<file path="src/rtl/i2c_pkg.sv">
// Shared I2C datapath definitions: frame FSM state encoding and bus-level constants.
package i2c_pkg;

    typedef logic [1:0] state_t;

    localparam state_t ST_IDLE  = 2'b00;
    localparam state_t ST_SHIFT = 2'b01;
    localparam state_t ST_ACK   = 2'b10;

    localparam logic I2C_ACK     = 1'b0;
    localparam logic I2C_NACK    = 1'b1;
    localparam logic SDA_RELEASE = 1'b1;

endpackage

</file>
<file path="src/rtl/shift_frame_if.sv">
// Control/data bundle between the I2C byte FSM (master) and the frame shifter (slave).
interface shift_frame_if #(
    parameter int WIDTH = 8,
    parameter int CNT_W = $clog2(WIDTH + 1)
);
    logic             load;
    logic             start;
    logic             abort;
    logic             dir;
    logic             shift_en;
    logic             serial_in;
    logic             ack_in;
    logic [WIDTH-1:0] data_in;
    logic             serial_out;
    logic [WIDTH-1:0] data_out;
    logic             busy;
    logic             done;
    logic             ack_out;
    logic [CNT_W-1:0] bit_cnt;

    modport master (
        output load, start, abort, dir, shift_en, serial_in, ack_in, data_in,
        input  serial_out, data_out, busy, done, ack_out, bit_cnt
    );

    modport slave (
        input  load, start, abort, dir, shift_en, serial_in, ack_in, data_in,
        output serial_out, data_out, busy, done, ack_out, bit_cnt
    );
endinterface

</file>
<file path="src/rtl/shift_frame_core.sv">
// Parametrised load/shift register; load wins over shift, reset clears the contents.
module shift_core #(
    parameter int WIDTH     = 8,
    parameter bit MSB_FIRST = 1'b1
) (
    input  logic             clk,
    input  logic             rst_i,
    input  logic             load_i,
    input  logic             shift_i,
    input  logic             serial_i,
    input  logic [WIDTH-1:0] data_i,
    output logic [WIDTH-1:0] data_o,
    output logic             tx_bit_o
);
    logic [WIDTH-1:0] data_q;
    logic [WIDTH-1:0] data_d;

    always_comb begin
        data_d = data_q;
        if (load_i) begin
            data_d = data_i;
        end else if (shift_i) begin
            if (MSB_FIRST) data_d = {data_q[WIDTH-2:0], serial_i};
            else           data_d = {serial_i, data_q[WIDTH-1:1]};
        end
    end

    always_ff @(posedge clk) begin
        if (rst_i) data_q <= '0;
        else       data_q <= data_d;
    end

    assign data_o   = data_q;
    assign tx_bit_o = MSB_FIRST ? data_q[WIDTH-1] : data_q[0];
endmodule

</file>
<file path="src/rtl/shift_frame.sv">
// One I2C frame: WIDTH data bits in either direction plus the ACK slot, with bit count and done pulse.
module shift_frame
    import i2c_pkg::*;
#(
    parameter int WIDTH     = 8,
    parameter bit MSB_FIRST = 1'b1,
    parameter int CNT_W     = $clog2(WIDTH + 1)
) (
    input  logic         clk,
    input  logic         asyn_rst,
    shift_frame_if.slave bus
);
    state_t           state_q, state_d;
    logic             dir_q, dir_d;
    logic [CNT_W-1:0] cnt_q, cnt_d;
    logic             busy_q, busy_d;
    logic             done_q, done_d;
    logic             ack_q, ack_d;
    logic             load_ok;
    logic             shift_ok;
    logic             tx_bit;
    logic [WIDTH-1:0] data;

    assign load_ok  = (state_q == ST_IDLE) && bus.load;
    assign shift_ok = (state_q == ST_SHIFT) && bus.shift_en && !bus.abort;

    shift_core #(
        .WIDTH     (WIDTH),
        .MSB_FIRST (MSB_FIRST)
    ) u_core (
        .clk      (clk),
        .rst_i    (asyn_rst),
        .load_i   (load_ok),
        .shift_i  (shift_ok),
        .serial_i (bus.serial_in),
        .data_i   (bus.data_in),
        .data_o   (data),
        .tx_bit_o (tx_bit)
    );

    always_comb begin
        state_d = state_q;
        dir_d   = dir_q;
        cnt_d   = cnt_q;
        busy_d  = busy_q;
        done_d  = 1'b0;
        ack_d   = ack_q;
        case (state_q)
            ST_IDLE: begin
                if (bus.start) begin
                    state_d = ST_SHIFT;
                    dir_d   = bus.dir;
                    cnt_d   = '0;
                    busy_d  = 1'b1;
                end
            end
            ST_SHIFT: begin
                if (bus.abort) begin
                    state_d = ST_IDLE;
                    busy_d  = 1'b0;
                    cnt_d   = '0;
                end else if (bus.shift_en) begin
                    cnt_d = cnt_q + CNT_W'(1);
                    if (cnt_q == CNT_W'(WIDTH - 1)) state_d = ST_ACK;
                end
            end
            ST_ACK: begin
                if (bus.abort) begin
                    state_d = ST_IDLE;
                    busy_d  = 1'b0;
                    cnt_d   = '0;
                end else if (bus.shift_en) begin
                    ack_d   = dir_q ? bus.ack_in : bus.serial_in;
                    done_d  = 1'b1;
                    busy_d  = 1'b0;
                    state_d = ST_IDLE;
                end
            end
            default: begin
                state_d = ST_IDLE;
                busy_d  = 1'b0;
            end
        endcase
    end

    always_ff @(posedge clk) begin
        if (asyn_rst) begin
            state_q <= ST_IDLE;
            dir_q   <= 1'b0;
            cnt_q   <= '0;
            busy_q  <= 1'b0;
            done_q  <= 1'b0;
            ack_q   <= I2C_NACK;
        end else begin
            state_q <= state_d;
            dir_q   <= dir_d;
            cnt_q   <= cnt_d;
            busy_q  <= busy_d;
            done_q  <= done_d;
            ack_q   <= ack_d;
        end
    end

    // SDA drive is combinational so the ACK slot can follow ack_in without a cycle of lag.
    always_comb begin
        bus.serial_out = SDA_RELEASE;
        case (state_q)
            ST_SHIFT: bus.serial_out = dir_q ? SDA_RELEASE : tx_bit;
            ST_ACK:   bus.serial_out = dir_q ? bus.ack_in : SDA_RELEASE;
            default:  bus.serial_out = SDA_RELEASE;
        endcase
    end

    assign bus.data_out = data;
    assign bus.busy     = busy_q;
    assign bus.done     = done_q;
    assign bus.ack_out  = ack_q;
    assign bus.bit_cnt  = cnt_q;
endmodule

</file>
<file path="src/flat_wrapper.sv">
// flat-port wrapper written by rule: the top's interface ports become plain ports
module shift_frame_flat import i2c_pkg::*;
#(
    parameter int WIDTH     = 8,
    parameter bit MSB_FIRST = 1'b1,
    parameter int CNT_W     = $clog2(WIDTH + 1)
)
  (clk, asyn_rst, bus_load, bus_start, bus_abort, bus_dir, bus_shift_en, bus_serial_in, bus_ack_in, bus_data_in, bus_serial_out, bus_data_out, bus_busy, bus_done, bus_ack_out, bus_bit_cnt);
  shift_frame_if #(.WIDTH(WIDTH), .CNT_W(CNT_W)) bus_i ();
  input  logic clk;
  input  logic asyn_rst;
  input wire logic [$bits(bus_i.load)-1:0] bus_load;
  input wire logic [$bits(bus_i.start)-1:0] bus_start;
  input wire logic [$bits(bus_i.abort)-1:0] bus_abort;
  input wire logic [$bits(bus_i.dir)-1:0] bus_dir;
  input wire logic [$bits(bus_i.shift_en)-1:0] bus_shift_en;
  input wire logic [$bits(bus_i.serial_in)-1:0] bus_serial_in;
  input wire logic [$bits(bus_i.ack_in)-1:0] bus_ack_in;
  input wire logic [$bits(bus_i.data_in)-1:0] bus_data_in;
  output wire logic [$bits(bus_i.serial_out)-1:0] bus_serial_out;
  output wire logic [$bits(bus_i.data_out)-1:0] bus_data_out;
  output wire logic [$bits(bus_i.busy)-1:0] bus_busy;
  output wire logic [$bits(bus_i.done)-1:0] bus_done;
  output wire logic [$bits(bus_i.ack_out)-1:0] bus_ack_out;
  output wire logic [$bits(bus_i.bit_cnt)-1:0] bus_bit_cnt;
  assign bus_i.load = bus_load;
  assign bus_i.start = bus_start;
  assign bus_i.abort = bus_abort;
  assign bus_i.dir = bus_dir;
  assign bus_i.shift_en = bus_shift_en;
  assign bus_i.serial_in = bus_serial_in;
  assign bus_i.ack_in = bus_ack_in;
  assign bus_i.data_in = bus_data_in;
  assign bus_serial_out = bus_i.serial_out;
  assign bus_data_out = bus_i.data_out;
  assign bus_busy = bus_i.busy;
  assign bus_done = bus_i.done;
  assign bus_ack_out = bus_i.ack_out;
  assign bus_bit_cnt = bus_i.bit_cnt;
  shift_frame #(.WIDTH(WIDTH), .MSB_FIRST(MSB_FIRST), .CNT_W(CNT_W)) u_core (.clk(clk), .asyn_rst(asyn_rst), .bus(bus_i));
endmodule
</file>
<file path="config.mk">
export PLATFORM = sky130hd
export DESIGN_NAME = shift_frame_flat
export DESIGN_NICKNAME = d
export VERILOG_FILES = /design/src/rtl/i2c_pkg.sv /design/src/rtl/shift_frame_if.sv /design/src/rtl/shift_frame_core.sv /design/src/rtl/shift_frame.sv /design/src/flat_wrapper.sv
export SDC_FILE = /design/constraint.sdc
export NUM_CORES = 1
export LEC_CHECK = 0
export ABC_AREA = 1
export BUFFER_PORTS_ARGS = -buffer_cell sky130_fd_sc_hd__buf_4
export CAP_MARGIN = 25
export CORE_MARGIN = 5
export CORE_UTILIZATION = 50
export CTS_CLUSTER_SIZE = 28
export DETAILED_ROUTE_END_ITERATION = 12
export GPL_TIMING_DRIVEN = 0
export PLACE_DENSITY = 0.83
export SLEW_MARGIN = 20
export SYNTH_ARGS = -nofsm -noshare
export SYNTH_HDL_FRONTEND = slang
export SYNTH_HIERARCHICAL = 1
export SYNTH_SLANG_ARGS = --single-unit
</file>
<file path="constraint.sdc">
create_clock -name clk -period 2.5 [get_ports clk]
set_input_delay 0.5 -clock clk [delete_from_list [all_inputs] [get_ports clk]]
set_output_delay 0.5 -clock clk [all_outputs]
set_load 0.01 [all_outputs]
</file>
### Word-level counts from Yosys, hierarchy flattened

Cells that the tools add are included.
W data, S select, Z words.

* flip-flop bits (word level): 18
* input bits: 17
* output and inout port bits: 16
* logic and storage cells: 56

* add/sub/neg operators: 1
* equal/unequal tests: 9
* multiplexer cells: 24
* bitwise logic cells: 2
* reduce and logical (&&, ||, !) cells: 13

Operator list (number)
* $mux W4: 4
* $mux W8: 2
* $mux W2: 6
* $pmux W4 S3: 1
* $ne A3 B3 Y1 const B: 3
* $mux W1: 8
* $reduce_and A4 Y1: 2
* $ne A2 B2 Y1 const B: 3
* $pmux W2 S3: 1
* $reduce_and A3 Y1: 2
* $add A4 B1 Y4 const B: 1
* $eq A4 B3 Y1 const B: 1
* $logic_and A1 B1 Y1: 3
* $pmux W1 S3: 1
* $reduce_bool A3 Y1: 1
* $reduce_or A3 Y1: 1
* $eq A2 B1 Y1 const B: 1
* $eq A2 B2 Y1 const B: 1
* $logic_not A2 Y1: 1
* $not A1 Y1: 2
* $pmux W1 S2: 1
* $reduce_and A2 Y1: 1
* $reduce_bool A2 Y1: 1
* $logic_not A1 Y1: 1

### Depth between registers and ports, before layout

* word-level depth: 5
* depth in mapped cells: 10
* depth with buffers taken out: 10

### Modules after synthesis

Netlist, hierarchy kept.

By module, submodules not included
* shift_frame: instances 1, cells an instance 102, area each 665.6 µm², sequential area each 200.2 µm²
* shift_core: instances 1, cells an instance 64, area each 419.2 µm², sequential area each 160.2 µm²

### Least setup slack after synthesis

No wires, ideal clock.

* path type: input to output
* start point: in bus_ack_in
* end point: out bus_serial_out
* arrival: 0.943 ns
* required time: 2.000 ns
* setup slack: 1.057 ns
* stages on the path: 3
* path buffers: 0
* cells stage by stage: or2_2 -> nand2_1 -> nand3_1

* cells in the longest elaborated chain, start to end: 2

Ends and longest elaborated chain
* start: declaration: RTL line flat_wrapper.sv:18 `input wire logic [$bits(bus_i.ack_in)-1:0] bus_ack_in;`
* $mux W1: RTL line shift_frame.sv:109 `ST_ACK: bus.serial_out = dir_q ? bus.ack_in : SDA_RELEASE;`
* $pmux W1 S2: RTL line shift_frame.sv:107 `case (state_q)`
* end: declaration: RTL line flat_wrapper.sv:20 `output wire logic [$bits(bus_i.serial_out)-1:0] bus_serial_out;`

Every way passes these cells.

### Worst setup path after layout

* start point: reg u_core.state_q[0]
* end point: out bus_serial_out

* cells in the longest elaborated chain, start to end: 2
* elaborated cells on any way between the ends: 3
* those cells by class: eq/ne: 2; mux: 1

Ends and longest elaborated chain
* start: declaration: RTL line shift_frame.sv:13 `state_t state_q, state_d;`
* start signal: assignment: RTL line shift_frame.sv:95 `state_q <= state_d;`
* $eq A2 B2 Y1 / $eq A2 B1 Y1 (equally long branches): RTL line shift_frame.sv:107
* $pmux W1 S2 *: RTL line shift_frame.sv:107

Mark *: on every way between the ends. The rest lies on a longest branch, timed or not.

==> results.py <==
metrics = {
    "detailed_routing": {
        "vias_per_cell": 4.721,
        "drt_wl_total_um": 2355,
        "vias": 1081,
        "wl_per_cell_um": 10.28,
        "drtIter0Drc": 21,
        "first_pass_iters": 4,
        "drc": 0,
        "antenna_left": 0,
    },
    "synth": {
        "synth_nets": 189,
        "synth_top_family_by_area": "simple AND/OR/NAND/NOR gates",
        "synth_top_area_share_pct": 33.22,
        "yosysSeqAreaShare_pct": 33.22,
        "synth-adder-area-share_pct": 6.920,
        "synth.avg_cell_area_um2": 6.535,
        "ys_seq_elements": 18,
        "yosys.area.top_type": "dfxtp_1",
        "synthMuxAreaShare_pct": 0,
        "ys_warn_count": 6,
        "synth_compound_area_share_pct": 6.228,
        "yosys-top-cells-area": "dfxtp_1 33%, nand2_1 18%, inv_1 8.3%",
        "yosysUniqueCellTypes": 20,
        "synth-xor-area-share_pct": 0,
        "syn-cell-area_um2": 1085,
        "synthCells": 166,
        "yosys.area_share.simple_pct": 41.87,
    },
    "clock_tree": {
        "hold_buffers": 0,
        "numCtsBuffers": 3,
        "htreeDepth": 1,
        "post-cts-setup-buffers": 0,
        "clk_pin_slew_ns": 0.11,
        "clock-root-buffer": "clkbuf_4",
        "cts.repair.resized": 0,
        "cts_buffer_depth": 2,
        "clk_latency_ns": 0.31,
        "cts_tree": "yes",
        "cts_sinks": 18,
    },
    "die": {
        "start_util_pct": 53.65,
        "die_area_um2": 3201,
        "die-width_um": 56.58,
        "fp.coreArea_um2": 2022,
        "ioPinCount": 33,
        "dieHeight_um": 56.58,
        "core.rowCount": 16,
    },
    "setup_path": {
        "ff2ff_path_depth": 8,
        "reg2reg_from": "u_core/state_q[0]$_SDFFE_PP0P_",
        "crit_arrival_ns": 1.31,
        "cp-end-kind": "primary output",
        "regToRegSetupSlack_ns": 1.01,
        "cp-start-kind": "flip-flop",
        "slowest_stage": "dfxtp_1",
        "crit_chain": "inv_1, ha_1, nand2_1, nand3_1, buf_4",
        "rr_endpoint": "u_core/bus.bit_cnt[0]$_SDFFE_PP0P_",
        "crit_fanout": 4,
        "crit_type": "reg2out",
        "max_stage_delay_ns": 0.38,
        "required_ns": 2.00,
    },
    "outcome": {
        "status": "finished clean",
    },
    "timing": {
        "tightest_slew_ns": 0.2342,
        "slew-limit-headroom_pct": 84.37,
        "hold_viol": 0,
        "min_period_ns": 1.810,
        "clock_skew_ns": 0.002834,
        "period_share_pct": 72.41,
        "setup_viol": 0,
        "whs_ns": 0.3816,
        "fmax_mhz": 552.4,
        "rsz0062_at_grt": "no",
        "drv_slew": 0,
        "tns_ns": 0,
    },
    "power": {
        "static-leakage-power_nw": 0.7738,
        "p_per_area_nw_per_um2": 976.0,
        "intPower_mw": 0.7737,
        "vdd_drop_max_uv": 710.9,
        "seqPwrFrac_pct": 31.3,
        "p_comb_share_pct": 54.8,
        "power.total_mw": 1.362,
        "clockPowerShare_pct": 13.9,
        "p_switching_mw": 0.5880,
        "p_sw_share_pct": 43.18,
    },
    "finish": {
        "diodes": 0,
        "fin_util_pct": 69.00,
        "final_cell_area_um2": 1395,
        "drive_gt1_share_pct": 26.24,
        "synthToLayoutAreaGrowth_pct": 28.60,
        "nNetsFinal": 226,
        "fillers": 180,
    },
    "global_route": {
        "grt_overflow": 0,
        "grt_usage_pct": 17.37,
        "grt_pass1_vias": 1079,
        "grt_pass1_wl_um": 4505,
        "antenna_found_initial": 0,
        "grt_max_degree": 11,
    },
    "hold_path": {
        "whs_endpoint": "u_core/u_core/data_o[6]$_SDFFE_PP0P_",
        "min_path_cells": 2,
        "hold_path.class": "in2reg",
        "min-delay-start": "asyn_rst",
    },
    "job": {
        "cap_violations": 0,
    },
    "place": {
        "io_buffers": 32,
        "dpl_cell_area_um2": 1359,
        "place.gp.congestion": 0.8299,
        "dp_hpwl_um": 1852,
    },
}
==> power by group through the flow <==
| stage | clock [mW] | sequential, mW | combinational [mW] |
|---|---|---|---|
| detailed placement | 0 | 0.433 | 0.749 |
| finish | 0.189 | 0.426 | 0.747 |
| floorplan | 0 | 0.452 | 0.500 |
| CTS | 0.196 | 0.426 | 0.752 |
| global placement | 0 | 0.431 | 0.730 |
| global route | 0.210 | 0.442 | 0.860 |
==> layer usage <==
| metal | up-vias | global-route usage (%) | wire length (um) |
|---|---|---|---|
| met5 | - | 0 | 0 |
| met4 | 0 | 9.153 | 51 |
| met3 | 5 | 3.440 | 141 |
| met2 | 28 | 28.05 | 1081 |
| met1 | 470 | 21.49 | 1080 |
| li1 | 578 | - | - |
==> registers in the layout (all words and copies together) (netlist names) <==
signal                cells
u_core/u_core/data_o      8
u_core/bus.done           1
u_core/bus.ack_out        1
u_core/bus.bit_cnt        4
u_core/dir_q              1
u_core/bus.busy           1
u_core/state_q            2
==> critical path, delay by kind of cell (launching register included) <==
family | cells | cell delay (ns)
adder cells (fa/ha/maj) | 1 | 0.23
buffers and inverters | 2 | 0.25
flip-flops | 1 | 0.38
AND/OR/NAND/NOR | 2 | 0.14
==> synth_stat cells <==
| master | count |
|---|---|
| inv_2 | 3 |
| nand2_4 | 3 |
| a21oi_2 | 2 |
| nand3_2 | 1 |
| or2_2 | 1 |
| a21oi_1 | 4 |
| o21ai_1 | 1 |
| dfxtp_1 | 18 |
| inv_1 | 24 |
| buf_6 | 1 |
| nand3_1 | 17 |
| nor2_1 | 19 |
| nor2_8 | 1 |
| o21ai_0 | 5 |
| nor2_2 | 1 |
| buf_4 | 2 |
| nand2_2 | 2 |
| nand2_1 | 53 |
| nor3_1 | 2 |
| ha_1 | 6 |
==> metrics by stage <==
| stage | instances | setup WS [ns] |
|---|---|---|
| after floorplan | 166 | 1.057 |
| after global placement | 225 | 0.8251 |
| after detailed placement | 225 | 0.8140 |
| after CTS | 229 | 0.6677 |
| after global routing | 229 | 0.5756 |
| final | 229 | 0.6899 |
==> cell families (layout without fill, tap and decap cells) <==
logic type	Yosys count	count (layout)
AOI/OAI and AO/OA	12	12
DFF	18	18
adders and majority gates	6	6
and+or+nand+nor	100	100
buffers and inverters	30	66
==> how the worst max path moves through the flow <==
| stage | from | slack (ns) | endpoint |
|---|---|---|---|
| 2_1_floorplan | bus_ack_in | 1.06 | bus_serial_out |
| 6_report | u_core/state_q[0]$_SDFFE_PP0P_ | 0.69 | bus_serial_out |
| 3_5_place_dp | bus_ack_in | 0.81 | bus_serial_out |
| 4_1_cts | u_core/state_q[0]$_SDFFE_PP0P_ | 0.67 | bus_serial_out |
| 3_3_place_gp | bus_ack_in | 0.83 | bus_serial_out |
| 5_1_grt | u_core/state_q[0]$_SDFFE_PP0P_ | 0.58 | bus_serial_out |
==> layout by cell type (no fill, tap or decap) <==
master | synthesis | layout
nand3_1 | 17 | 17
nor2_8 | 1 | 1
nand2_1 | 53 | 53
nor3_1 | 2 | 2
nand2_2 | 2 | 2
dfxtp_1 | 18 | 18
nand2_4 | 3 | 3
a21oi_2 | 2 | 2
nand3_2 | 1 | 1
nor2_2 | 1 | 1
o21ai_0 | 5 | 5
or2_2 | 1 | 1
inv_2 | 3 | 3
clkbuf_8 | 0 | 1
inv_1 | 24 | 24
buf_4 | 2 | 34
o21ai_1 | 1 | 1
nor2_1 | 19 | 19
clkbuf_4 | 0 | 3
a21oi_1 | 4 | 4
ha_1 | 6 | 6
buf_6 | 1 | 1
==> layout make-up <==
type | count | area [um2] | area share [%]
clock buffers | 4 | 36.28 | 2.601
well taps | 27 | 33.78 | 2.422
repair buffers | 32 | 240.2 | 17.22
flip-flops and latches | 18 | 360.3 | 25.83
inverters | 27 | 101.3 | 7.265
plain buffers | 3 | 26.28 | 1.883
multi-input cells | 118 | 596.8 | 42.78
(Power assumes the default switching activity.)
